## src/rtl/uarc_receiver_arbiter.sv

```systemverilog
`default_nettype none
// ============================================================================
// Module   : uarc_receiver_arbiter
// Brief    : Round-robin arbiter across receiver buses with per-bus kind
//            priority, present/accept handshake and one-cycle ack pulse.
// Revision : 1.0 - initial release
// ============================================================================
module uarc_receiver_arbiter #(
   parameter int WORD_MAG    = 5,
   parameter int TOTAL_BUSES = 4,
   localparam int WORD_WIDTH = 1 << WORD_MAG,
   localparam int BI         = (TOTAL_BUSES > 1) ? $clog2(TOTAL_BUSES) : 1
) (
   input  logic                              clk,
   input  logic                              reset,
   input  logic [TOTAL_BUSES-1:0]            receiver_enables,
   input  logic [TOTAL_BUSES-1:0]            receiver_kills,
   input  logic [TOTAL_BUSES-1:0]            receiver_incepts,
   input  logic [TOTAL_BUSES-1:0]            receiver_sends,
   input  logic [TOTAL_BUSES-1:0]            receiver_streams,
   input  logic [TOTAL_BUSES*WORD_WIDTH-1:0] receiver_datas,
   output logic [TOTAL_BUSES-1:0]            receiver_kill_acks,
   output logic [TOTAL_BUSES-1:0]            receiver_incept_acks,
   output logic [TOTAL_BUSES-1:0]            receiver_send_acks,
   output logic [TOTAL_BUSES-1:0]            receiver_stream_acks,
   output logic                              msg_valid,
   output logic [1:0]                        msg_kind,
   output logic [BI-1:0]                     msg_bus,
   output logic [WORD_WIDTH-1:0]             msg_data,
   input  logic                              msg_ready
);

   localparam logic [1:0]  S_IDLE    = 2'd0;
   localparam logic [1:0]  S_PRESENT = 2'd1;
   localparam logic [1:0]  S_ACK     = 2'd2;

   localparam int          BIP        = BI + 1;
   localparam logic [BI:0] c_total    = BIP'(TOTAL_BUSES);
   localparam logic [BI-1:0] c_last_bus = BI'(TOTAL_BUSES - 1);
   localparam logic [BI-1:0] c_one      = BI'(1);

   logic [1:0]            r_state;
   logic [1:0]            w_next_state;
   logic [BI-1:0]         r_rr_ptr;
   logic [1:0]            r_kind;
   logic [BI-1:0]         r_bus;
   logic [WORD_WIDTH-1:0] r_data;

   logic [TOTAL_BUSES-1:0] w_req;
   logic                   w_found;
   logic [BI-1:0]          w_win_bus;
   logic [BI:0]            w_idx;
   logic [1:0]             w_win_kind;
   logic [WORD_WIDTH-1:0]  w_win_data;
   logic                   w_granted_req;
   logic                   w_abort;

   assign w_req = receiver_enables &
                  (receiver_kills | receiver_incepts | receiver_sends | receiver_streams);

   // First requesting bus at or after rr_ptr, wrapping past the last bus.
   always_comb begin
      w_found   = 1'b0;
      w_win_bus = '0;
      w_idx     = '0;
      for (int k = 0; k < TOTAL_BUSES; k++) begin
         w_idx = {1'b0, r_rr_ptr} + BIP'(k);
         if (w_idx >= c_total)
            w_idx = w_idx - c_total;
         if (!w_found && w_req[w_idx[BI-1:0]]) begin
            w_found   = 1'b1;
            w_win_bus = w_idx[BI-1:0];
         end
      end
   end

   always_comb begin
      if (receiver_kills[w_win_bus])
         w_win_kind = 2'd0;
      else if (receiver_incepts[w_win_bus])
         w_win_kind = 2'd1;
      else if (receiver_sends[w_win_bus])
         w_win_kind = 2'd2;
      else
         w_win_kind = 2'd3;
      w_win_data = receiver_datas[int'(w_win_bus)*WORD_WIDTH +: WORD_WIDTH];
   end

   // The grant is withdrawn if its sender or the specific granted request goes away.
   always_comb begin
      case (r_kind)
         2'd0:    w_granted_req = receiver_kills[r_bus];
         2'd1:    w_granted_req = receiver_incepts[r_bus];
         2'd2:    w_granted_req = receiver_sends[r_bus];
         default: w_granted_req = receiver_streams[r_bus];
      endcase
      w_abort = !(receiver_enables[r_bus] && w_granted_req);
   end

   always_ff @(posedge clk or posedge reset) begin
      if (reset)
         r_state <= S_IDLE;
      else
         r_state <= w_next_state;
   end

   always_comb begin
      w_next_state = r_state;
      case (r_state)
         S_IDLE:    if (w_found) w_next_state = S_PRESENT;
         S_PRESENT: begin
            if (w_abort)
               w_next_state = S_IDLE;
            else if (msg_ready)
               w_next_state = S_ACK;
         end
         S_ACK:     w_next_state = S_IDLE;
         default:   w_next_state = S_IDLE;
      endcase
   end

   always_comb begin
      msg_valid            = (r_state == S_PRESENT);
      receiver_kill_acks   = '0;
      receiver_incept_acks = '0;
      receiver_send_acks   = '0;
      receiver_stream_acks = '0;
      if (r_state == S_ACK) begin
         case (r_kind)
            2'd0:    receiver_kill_acks[r_bus]   = 1'b1;
            2'd1:    receiver_incept_acks[r_bus] = 1'b1;
            2'd2:    receiver_send_acks[r_bus]   = 1'b1;
            default: receiver_stream_acks[r_bus] = 1'b1;
         endcase
      end
   end

   always_ff @(posedge clk or posedge reset) begin
      if (reset) begin
         r_rr_ptr <= '0;
         r_kind   <= '0;
         r_bus    <= '0;
         r_data   <= '0;
      end else begin
         if (r_state == S_IDLE && w_found) begin
            r_kind <= w_win_kind;
            r_bus  <= w_win_bus;
            r_data <= w_win_data;
         end
         if (r_state == S_ACK)
            r_rr_ptr <= (r_bus == c_last_bus) ? '0 : r_bus + c_one;
      end
   end

   assign msg_kind = r_kind;
   assign msg_bus  = r_bus;
   assign msg_data = r_data;

endmodule
`default_nettype wire
```

## config.mk

```make
export PLATFORM = sky130hd
export DESIGN_NAME = uarc_receiver_arbiter
export DESIGN_NICKNAME = d
export VERILOG_FILES = /design/src/rtl/uarc_receiver_arbiter.sv
export SDC_FILE = /design/constraint.sdc
export NUM_CORES = 1
export LEC_CHECK = 0
export CORE_MARGIN = 2
export CORE_UTILIZATION = 37
export DETAILED_ROUTE_END_ITERATION = 7
export GPL_ROUTABILITY_DRIVEN = 1
export PLACE_DENSITY = 0.92
export SYNTH_ARGS = -nofsm -noshare
export SYNTH_HDL_FRONTEND = slang
export SYNTH_SLANG_ARGS = --single-unit
```

## constraint.sdc

```tcl
create_clock -name clk -period 2.5 [get_ports clk]
set_input_delay 0.375 -clock clk [delete_from_list [all_inputs] [get_ports clk]]
set_output_delay 0.375 -clock clk [all_outputs]
set_load 0.01 [all_outputs]
```

### Word level (Yosys, flattened, before mapping)

Cells that the tools add are included.

* add/sub/neg operators: 8
* order comparisons: 11
* equality and inequality tests: 7
* shifts and indexed selects: 1
* multiplexer cells: 55
* bitwise operators: 4
* reductions and logical operators: 13

Operator list (number)
* 128-bit by 8-bit indexed part select with 32-bit output: 1
* 4-bit 2-to-1 mux: 8
* 2-bit 2-to-1 mux: 14
* 1-bit binary-select mux with 2-bit select: 12
* 2-bit by 3-bit < comparator with 1-bit output, second input constant: 6
* 1-bit 2-to-1 mux: 18
* 4-bit OR: 3
* 3-bit >= comparator, second input constant: 3
* 2-bit by 1-bit subtractor with 2-bit output, second input constant: 4
* 2-bit by 2-bit adder with 3-bit output, second input constant: 2
* 2-bit equality test, second input constant: 3
* 1-bit logical AND: 6
* 4-bit AND: 1
* 2-bit by 1-bit equality test with 1-bit output, second input constant: 2
* 2-bit logical NOT: 2
* 2-bit case mux with 2 select lines: 1
* 2-bit by 1-bit adder with 3-bit output, second input constant: 1
* 2-bit by 3-bit >= comparator with 1-bit output, second input constant: 1
* 1-bit logical NOT: 3
* 3-bit != test, second input constant: 1
* 1-bit case mux with 3 select lines: 1
* 3-bit OR reduction: 1
* 2-bit by 1-bit adder with 2-bit output, second input constant: 1
* 1-bit demux with 2-bit select: 1
* other kinds (3): 3

* flip-flop bits (word level): 40
* input bits: 151
* output and inout bits: 53
* word-level logic and storage cells: 104

### Depth between registers and ports, before layout

Gate-level depths: netlist of the first run.

* depth after elaboration: 21
* depth in mapped cells: 9
* depth with buffers taken out: 7

### Worst setup path before layout of the first run

Ideal clock, no wire load.

* path kind: in2reg
* start: input port receiver_streams[1]
* end: register r_kind[1] (netlist: msg_kind[1])
* setup time: 0.095 ns
* arrival time: 2.011 ns
* data required time: 2.405 ns
* slack: 0.394 ns
* stages: 5
* buffers on the path: 0
* path through: o41a_1 o32a_2 nand2_2 mux4_2 o31ai_1

* cells in the longest elaborated chain, start to end: 18
* elaborated cells between the ends (all ways): 31
* those cells by class: mux: 22; bitwise: 2; reduce/logical: 7

RTL lines
* from (decl): line 20 `input logic [TOTAL_BUSES-1:0] receiver_streams,`
* 4-bit OR (*): line 59 `(receiver_kills | receiver_incepts | receiver_sends | receiver_streams);`
* 4-bit AND (*): line 58 `assign w_req = receiver_enables &`
* 1-bit binary-select mux with 2-bit select: line 70 `if (!w_found && w_req[w_idx[BI-1:0]]) begin`
* 1-bit 2-to-1 mux (not written as such): line 70
* 1-bit 2-to-1 mux: line 70
* 1-bit logical NOT: line 70
* 1-bit logical AND: line 70
* 1-bit 2-to-1 mux: line 70
* (+2 left out)
* 1-bit 2-to-1 mux: line 70
* 1-bit logical NOT: line 70
* 1-bit logical AND: line 70
* 2-bit 2-to-1 mux: line 70
* 1-bit binary-select mux with 2-bit select: line 80 `else if (receiver_incepts[w_win_bus])`
* 1-bit 2-to-1 mux (not written as such): line 80
* 2-bit 2-to-1 mux: line 80
* 2-bit 2-to-1 mux: line 78 `if (receiver_kills[w_win_bus])`
* to (signal assigned): line 146 `r_kind <= w_win_kind;`
* to (decl): line 45 `logic [1:0] r_kind;`

Every way passes the cells marked *; elsewhere a longest branch is shown, timed or not. The select of a mux whose other input is x is not followed.
A chain may end at the register's enable or synchronous reset.

### Final worst setup path of the first run

* start: input port receiver_streams[1]
* end: register r_kind[0] (netlist: msg_kind[0])

* cells in the longest elaborated chain, start to end: 19
* elaborated cells between the ends (all ways): 34
* those cells by class: mux: 25; bitwise: 2; reduce/logical: 7

RTL lines
* 4-bit OR (*): line 59
* 4-bit AND (*): line 58
* 1-bit binary-select mux with 2-bit select: line 70
* 1-bit 2-to-1 mux (not written as such): line 70
* 1-bit 2-to-1 mux: line 70
* 1-bit logical NOT: line 70
* 1-bit logical AND: line 70
* 1-bit 2-to-1 mux: line 70
* (+3 left out)
* 1-bit logical NOT: line 70
* 1-bit logical AND: line 70
* 2-bit 2-to-1 mux: line 70
* 1-bit binary-select mux with 2-bit select: line 82 `else if (receiver_sends[w_win_bus])`
* 1-bit 2-to-1 mux (not written as such): line 82
* 1-bit 2-to-1 mux: line 82
* 2-bit 2-to-1 mux: line 80
* 2-bit 2-to-1 mux: line 78

Marks and branches as above.

==> flow_metrics.tcl, run 1 <==
set metrics [dict create \
    gp_congestion 0.951 \
    start_util_pct 37.8 \
    grt_overflow 0 \
    crit_path_start_kind "primary input" \
    clock_skew_ps 10.7 \
    grtUsageTotal_pct 22.3 \
    finalCriticalPeriod_ps 2430 \
    layout-drive-gt1-share_pct 9.95 \
    synthesis.area_um2 3080 \
    area_growth_pct 77.9 \
    cts_root_buffer "clkbuf_8" \
    postSynthRegisterBits 40 \
    synth_cell_types 37 \
    min_period_over_period_pct 97.3 \
    mostFrequentLayoutCells "clkdlybuf4s50_1, nand2_1, dfrtp_1" \
    drt_pre_antenna_iters 4 \
    detail_route.wirelength_um 10400 \
    drv.max_cap_violation_count 0 \
    grt_start_max_net_pins 41 \
    postLayoutSetupSlackWorst_ps 67.9 \
    power_leakage_nw 2.26 \
    path_cells "clkdlybuf4s50_1 -> o41ai_1 -> o21ai_1 -> a21oi_1 -> o21ai_4 -> mux4_1 -> nor2b_4 -> o31ai_2" \
    cp.required_ps 2700 \
    coreArea_um2 8130 \
    final_net_count 727 \
    irDropWorstVdd_uv 379 \
    mappedNetlistNets 523 \
    crit_family "compound AO/OA/AOI/OAI gates" \
    net-switching-power_mw 1.86 \
    share_of_power_burned_in_registers_pct 26.6 \
    synth_edf_count 0 \
    ffs_w_async_s_r_synth_pct 100 \
    timing.hold.ws_ps 481 \
    number_of_antenna_violations_at_the_first_check_in_global_routing 0 \
    rsz_0062_raised_after_global_routing "yes" \
    via_per_inst 5.35 \
    remaining_drc_errors 0 \
    layout.cells.most_common "clkdlybuf4s50_1" \
    die_area_um2 9060 \
    outcome "finished, final reports clean" \
    cp.buffers_inverters 1 \
    cp_max_fo 4 \
    timing.final.setup_violations 0 \
    antenna_violating_nets_post_route 0 \
    critPathSlowestCell "o41ai_1" \
    clock_network_latency_to_the_later_pin_of_the_worst_skew_pair_ps 290 \
    ctsHtreeMaxLevel 2 \
    switching_share_pct 40.2 \
    vias 3627 \
    hp-class "reg -> reg" \
    first_iter_violations 103 \
    via_count_of_the_first_global_routing_pass 3511 \
    clock_sinks 40 \
    timing_worst_slew_pin_value_ps 538 \
    power.share.combinational_pct 63.8 \
    dp.final_hpwl_um 8300 \
    power.share.clock_pct 9.6 \
    path_class "in -> reg" \
    tritoncts "yes" \
    path_clk_slew_ps 80 \
    syn-instance-count 368 \
    final_core_util_pct 67.3 \
    port-buffer-count 203 \
    drv_slew 0 \
    die_w_um 95.2 \
    yosys_most_used_dff "dfrtp_1" \
    setup.worst_path.end_class "register" \
    clock.fmax_mhz 411 \
    max-clock-path-buffers 2 \
    power-per-cell-area_nw_per_um2 845 \
    worst_path_arrival_ps 2630 \
    tritoncts.num_buffers 5 \
    synth.yosys.warnings 0 \
    first_pass_grt_wire_length_um 16000 \
    cts_hold_buffers 0 \
    post-place-ws_ps -304 \
    wire_per_inst_um 15.4 \
    ios 204 \
    critPathMaxStageDelay_ps 520 \
    synthesis.area_per_instance_um2 8.36 \
    internal_power_mw 2.77 \
    maxSlewHeadroom_pct 64.1 \
    antennaDiodeCount 0 \
    synth_sequential_area_ratio_pct 32.5 \
    height_of_the_die_um 95.2 \
    final_hold_viol_count 0 \
    rows 33 \
]
[cell type report]
cell class              instances  area [µm²]
fillers                       613        2660
multi-input cells             293        1960
clock inverters                 2        10.0
flip-flops and latches         40        1000
well taps                     105         131
clock buffers                   6        82.6
inverters                       4        15.0
repair buffers                228        2280
[repair_timing]
action,4_1_cts,5_1_grt
pin swaps,1,2
buffers inserted,0,1
setup endpoints to repair,1,38
gates resized for setup,3,8
cloned,0,0
[power groups by stage]
stage / logic [mW] / clock network [mW] / registers (mW)
2_1_floorplan: 1.55 / 0 / 1.30
3_3_place_gp: 2.84 / 0 / 1.22
3_5_place_dp: 2.93 / 0 / 1.24
4_1_cts: 2.95 / 0.460 / 1.23
5_1_grt: 3.23 / 0.482 / 1.28
6_report: 2.96 / 0.443 / 1.23
[worst min-delay path: stages, from the launching register on]
cell and delay [ps]:
dfrtp_1 350, nand2_1 50, o31ai_1 50
[synthesized netlist by cell type (3+ instances only)]
cell type | instances | area (µm²)
nor2_1 | 3 | 11.3
dfrtp_1 | 40 | 1000
clkbuf_1 | 18 | 67.6
inv_1 | 4 | 15.0
o31ai_1 | 34 | 255
buf_2 | 5 | 25.0
and2_0 | 17 | 106
and3_1 | 32 | 200
mux4_2 | 7 | 158
o21ai_0 | 5 | 25.0
buf_4 | 7 | 52.6
and2_1 | 32 | 200
nand2_1 | 102 | 383
ha_1 | 4 | 50.1
a211oi_1 | 32 | 240
[metrics by stage]
step / instances / total power, mW / area, µm² / setup TNS, ps
after detailed placement: 669 / 4.17 / 5330 / -8210
after CTS: 677 / 4.64 / 5430 / 0
after floorplan: 368 / 2.85 / 3080 / 0
after global placement: 669 / 4.06 / 5330 / -3510
after global routing: 678 / 4.99 / 5480 / -7.04
final: 678 / 4.63 / 5480 / 0
[state kept, by name, summed over array words and instances, names as in the netlist]
register  count
r_state       2
msg_kind      2
msg_data     32
msg_bus       2
r_rr_ptr      2
[per-layer routing]
metal | GRT usage (%) | vias to the layer above | wire length [µm]
met4 | 8.94 | 0 | 244
met2 | 41.8 | 173 | 5590
met3 | 6.01 | 28 | 882
met1 | 23.3 | 1703 | 3730
li1 | - | 1723 | -
met5 | 0 | - | 0
[logic make-up after synthesis]
kind of cell    after synthesis  synth area share [%]
fa+ha+maj                     4                  1.63
flops                        40                  32.5
compound gates               82                  21.1
simple gates                196                  31.7
mux                          11                  7.56
buf+inv                      35                  5.57
[worst paths after layout]
check | slack (ps) | startpoint | endpoint | depth (start not counted)
min in group asynchronous | 520 | reset | r_state[0]$_DFFE_PP0P_ | 3
worst min-delay path | 480 | msg_data[8]$_DFFE_PP0P_ | msg_data[8]$_DFFE_PP0P_ | 2
worst min register to register | 480 | msg_data[8]$_DFFE_PP0P_ | msg_data[8]$_DFFE_PP0P_ | 2
worst max register to register | 360 | r_rr_ptr[1]$_DFFE_PP0P_ | msg_kind[1]$_DFFE_PP0P_ | 6
max in group asynchronous | 1600 | reset | msg_data[5]$_DFFE_PP0P_ | 3
worst max-delay path | 70 | receiver_streams[1] | msg_kind[0]$_DFFE_PP0P_ | 8
Note: power is estimated with default switching activity, not from simulation.
==> run 2: changes to the inputs <==
--- a/config.mk
+++ b/config.mk
@@ -10,6 +10,8 @@
 export DETAILED_ROUTE_END_ITERATION = 7
 export GPL_ROUTABILITY_DRIVEN = 1
 export PLACE_DENSITY = 0.92
+export REMOVE_ABC_BUFFERS = 1
+export SLEW_MARGIN = 20
 export SYNTH_ARGS = -nofsm -noshare
 export SYNTH_HDL_FRONTEND = slang
 export SYNTH_SLANG_ARGS = --single-unit
==> flow_metrics.tcl, run 2 (synthesis results as in run 1) <==
set metrics [dict create \
    power_leakage_nw 2.25 \
    postCtsSetupBuffers 0 \
    final_hold_viol_count 0 \
    port-buffer-count 203 \
    min_period_over_period_pct 98.1 \
    timing.final.setup_violations 0 \
    remaining_drc_errors 0 \
    vias 3521 \
    start_util_pct 37.8 \
    first_iter_violations 77 \
    cell_count_after_placement 670 \
    max-clock-path-buffers 2 \
    cts_root_buffer "clkbuf_8" \
    layout-drive-gt1-share_pct 9.95 \
    area_growth_pct 78.3 \
    drv_slew 0 \
    detail_route.wirelength_um 10700 \
    critPathMaxStageDelay_ps 570 \
    ios 204 \
    clock_network_latency_to_the_later_pin_of_the_worst_skew_pair_ps 290 \
    cp_max_fo 4 \
    clock_sinks 40 \
    mostFrequentLayoutCells "clkdlybuf4s50_1, nand2_1, dfrtp_1" \
    dp.final_hpwl_um 8280 \
    die_w_um 95.2 \
    grt_start_max_net_pins 42 \
    layout.cells.most_common "clkdlybuf4s50_1" \
    rsz_0062_raised_after_global_routing "yes" \
    cts_hold_buffers 0 \
    via_count_of_the_first_global_routing_pass 3454 \
    clock.fmax_mhz 408 \
    coreArea_um2 8130 \
    critPathSlowestCell "mux4_2" \
    largest_reg_flops 32 \
    drt_pre_antenna_iters 4 \
    clock_skew_ps 11.4 \
    hp-class "reg -> reg" \
    final_cell_count_no_fill 678 \
    gp_congestion 0.784 \
    tritoncts.num_buffers 5 \
    wire_per_inst_um 15.8 \
    outcome "finished, final reports clean" \
    crit_family "compound AO/OA/AOI/OAI gates" \
    power-per-cell-area_nw_per_um2 851 \
    irDropWorstVdd_uv 385 \
    path_clk_slew_ps 70 \
    path_class "in -> reg" \
    via_per_inst 5.19 \
    drv.max_cap_violation_count 0 \
    setup-tns-final_ps 0 \
    path_cells "clkdlybuf4s50_1 -> o41a_1 -> o32a_2 -> nand2_2 -> mux4_2 -> o31ai_1" \
    timing.hold.ws_ps 479 \
    antenna_violating_nets_post_route 0 \
    setup.worst_path.end_class "register" \
    finalCriticalPeriod_ps 2450 \
    final_net_count 728 \
    fin_area_um2 5490 \
    grtUsageTotal_pct 22.5 \
    crit_path_start_kind "primary input" \
    tritoncts "yes" \
    number_of_antenna_violations_at_the_first_check_in_global_routing 0 \
    first_pass_grt_wire_length_um 16000 \
    cp.required_ps 2690 \
    maxSlewHeadroom_pct 43.0 \
    worst_path_arrival_ps 2640 \
    fillCellCount 614 \
    cp.buffers_inverters 1 \
    timing_worst_slew_pin_value_ps 854 \
    rows 33 \
    post_dp_cell_area_um2 5350 \
    grt_overflow 0 \
    height_of_the_die_um 95.2 \
    antennaDiodeCount 0 \
    ctsHtreeMaxLevel 2 \
    die_area_um2 9060 \
]
## run 2: cell count changes in the layout (fill, tap and decap cells not counted), sizes merged
cell and change:
clkinv -1, dlymetal6s2s -1, clkdlybuf4s50 +1, clkinvlp +1
## run 2: metrics by stage
stage               setup slack, ps  total power [mW]  utilization (%)
floorplan                      -601              2.70                -
global placement               -177              4.11             65.7
detailed placement             -239              4.22             65.7
CTS                            48.3              4.65             66.8
global route                  -25.9              5.05             67.5
finish                         48.5              4.67             67.5
## run 2: routing by layer
layer | share of wire, % | track usage [%] | wire, µm
met2 | 51 | 41.3 | 5410
met4 | 2.1 | 5.92 | 222
met5 | 0 | 0 | 0
met3 | 8.3 | 6.72 | 882
met1 | 39 | 25.2 | 4170
## run 2: where the power goes
group          internal, mW  leakage (nW)  switching (mW)
Clock                 0.189        0.0400           0.221
Combinational          1.63          1.72            1.41
Sequential            0.972         0.492           0.248
## run 2: path summary, 6_finish.rpt
check                           depth (start not counted)                    start  slack (ps)                       end
worst max-delay path                                    6      receiver_streams[1]          50   msg_kind[1]$_DFFE_PP0P_
worst min register to register                          2  msg_data[6]$_DFFE_PP0P_         480   msg_data[6]$_DFFE_PP0P_
worst max register to register                          6  r_rr_ptr[1]$_DFFE_PP0P_         370   msg_kind[1]$_DFFE_PP0P_
max in group asynchronous                               2                    reset        1370   r_rr_ptr[0]$_DFFE_PP0P_
min in group asynchronous                               2                    reset         590  msg_data[27]$_DFFE_PP0P_
worst min-delay path                                    2  msg_data[6]$_DFFE_PP0P_         480   msg_data[6]$_DFFE_PP0P_
## run 2: what timing repair did
action,CTS,global route
cloned,0,1
endpoints found under the hold margin,0,0
pin swaps,0,1
setup endpoints to repair,3,24
gates resized for setup,1,7
## run 2: worst reg2reg max path, cell delays in order (launching register included)
cell and delay [ps]:
dfrtp_1 410, inv_1 130, mux2_1 330, o32a_2 210, nand2_2 160, mux4_2 570
o31ai_1 240
## run 2: final cells by class
type                       instances  area [µm²]  area share (%)
timing repair buffer             229        2310            42.1
multi-input combinational        293        1950            35.5
sequential                        40        1000            18.2
tap                              105         131            2.39
clock buffer                       5        68.8            1.25
inverter                           4        15.0           0.274
clock inverter                     2        12.5           0.228
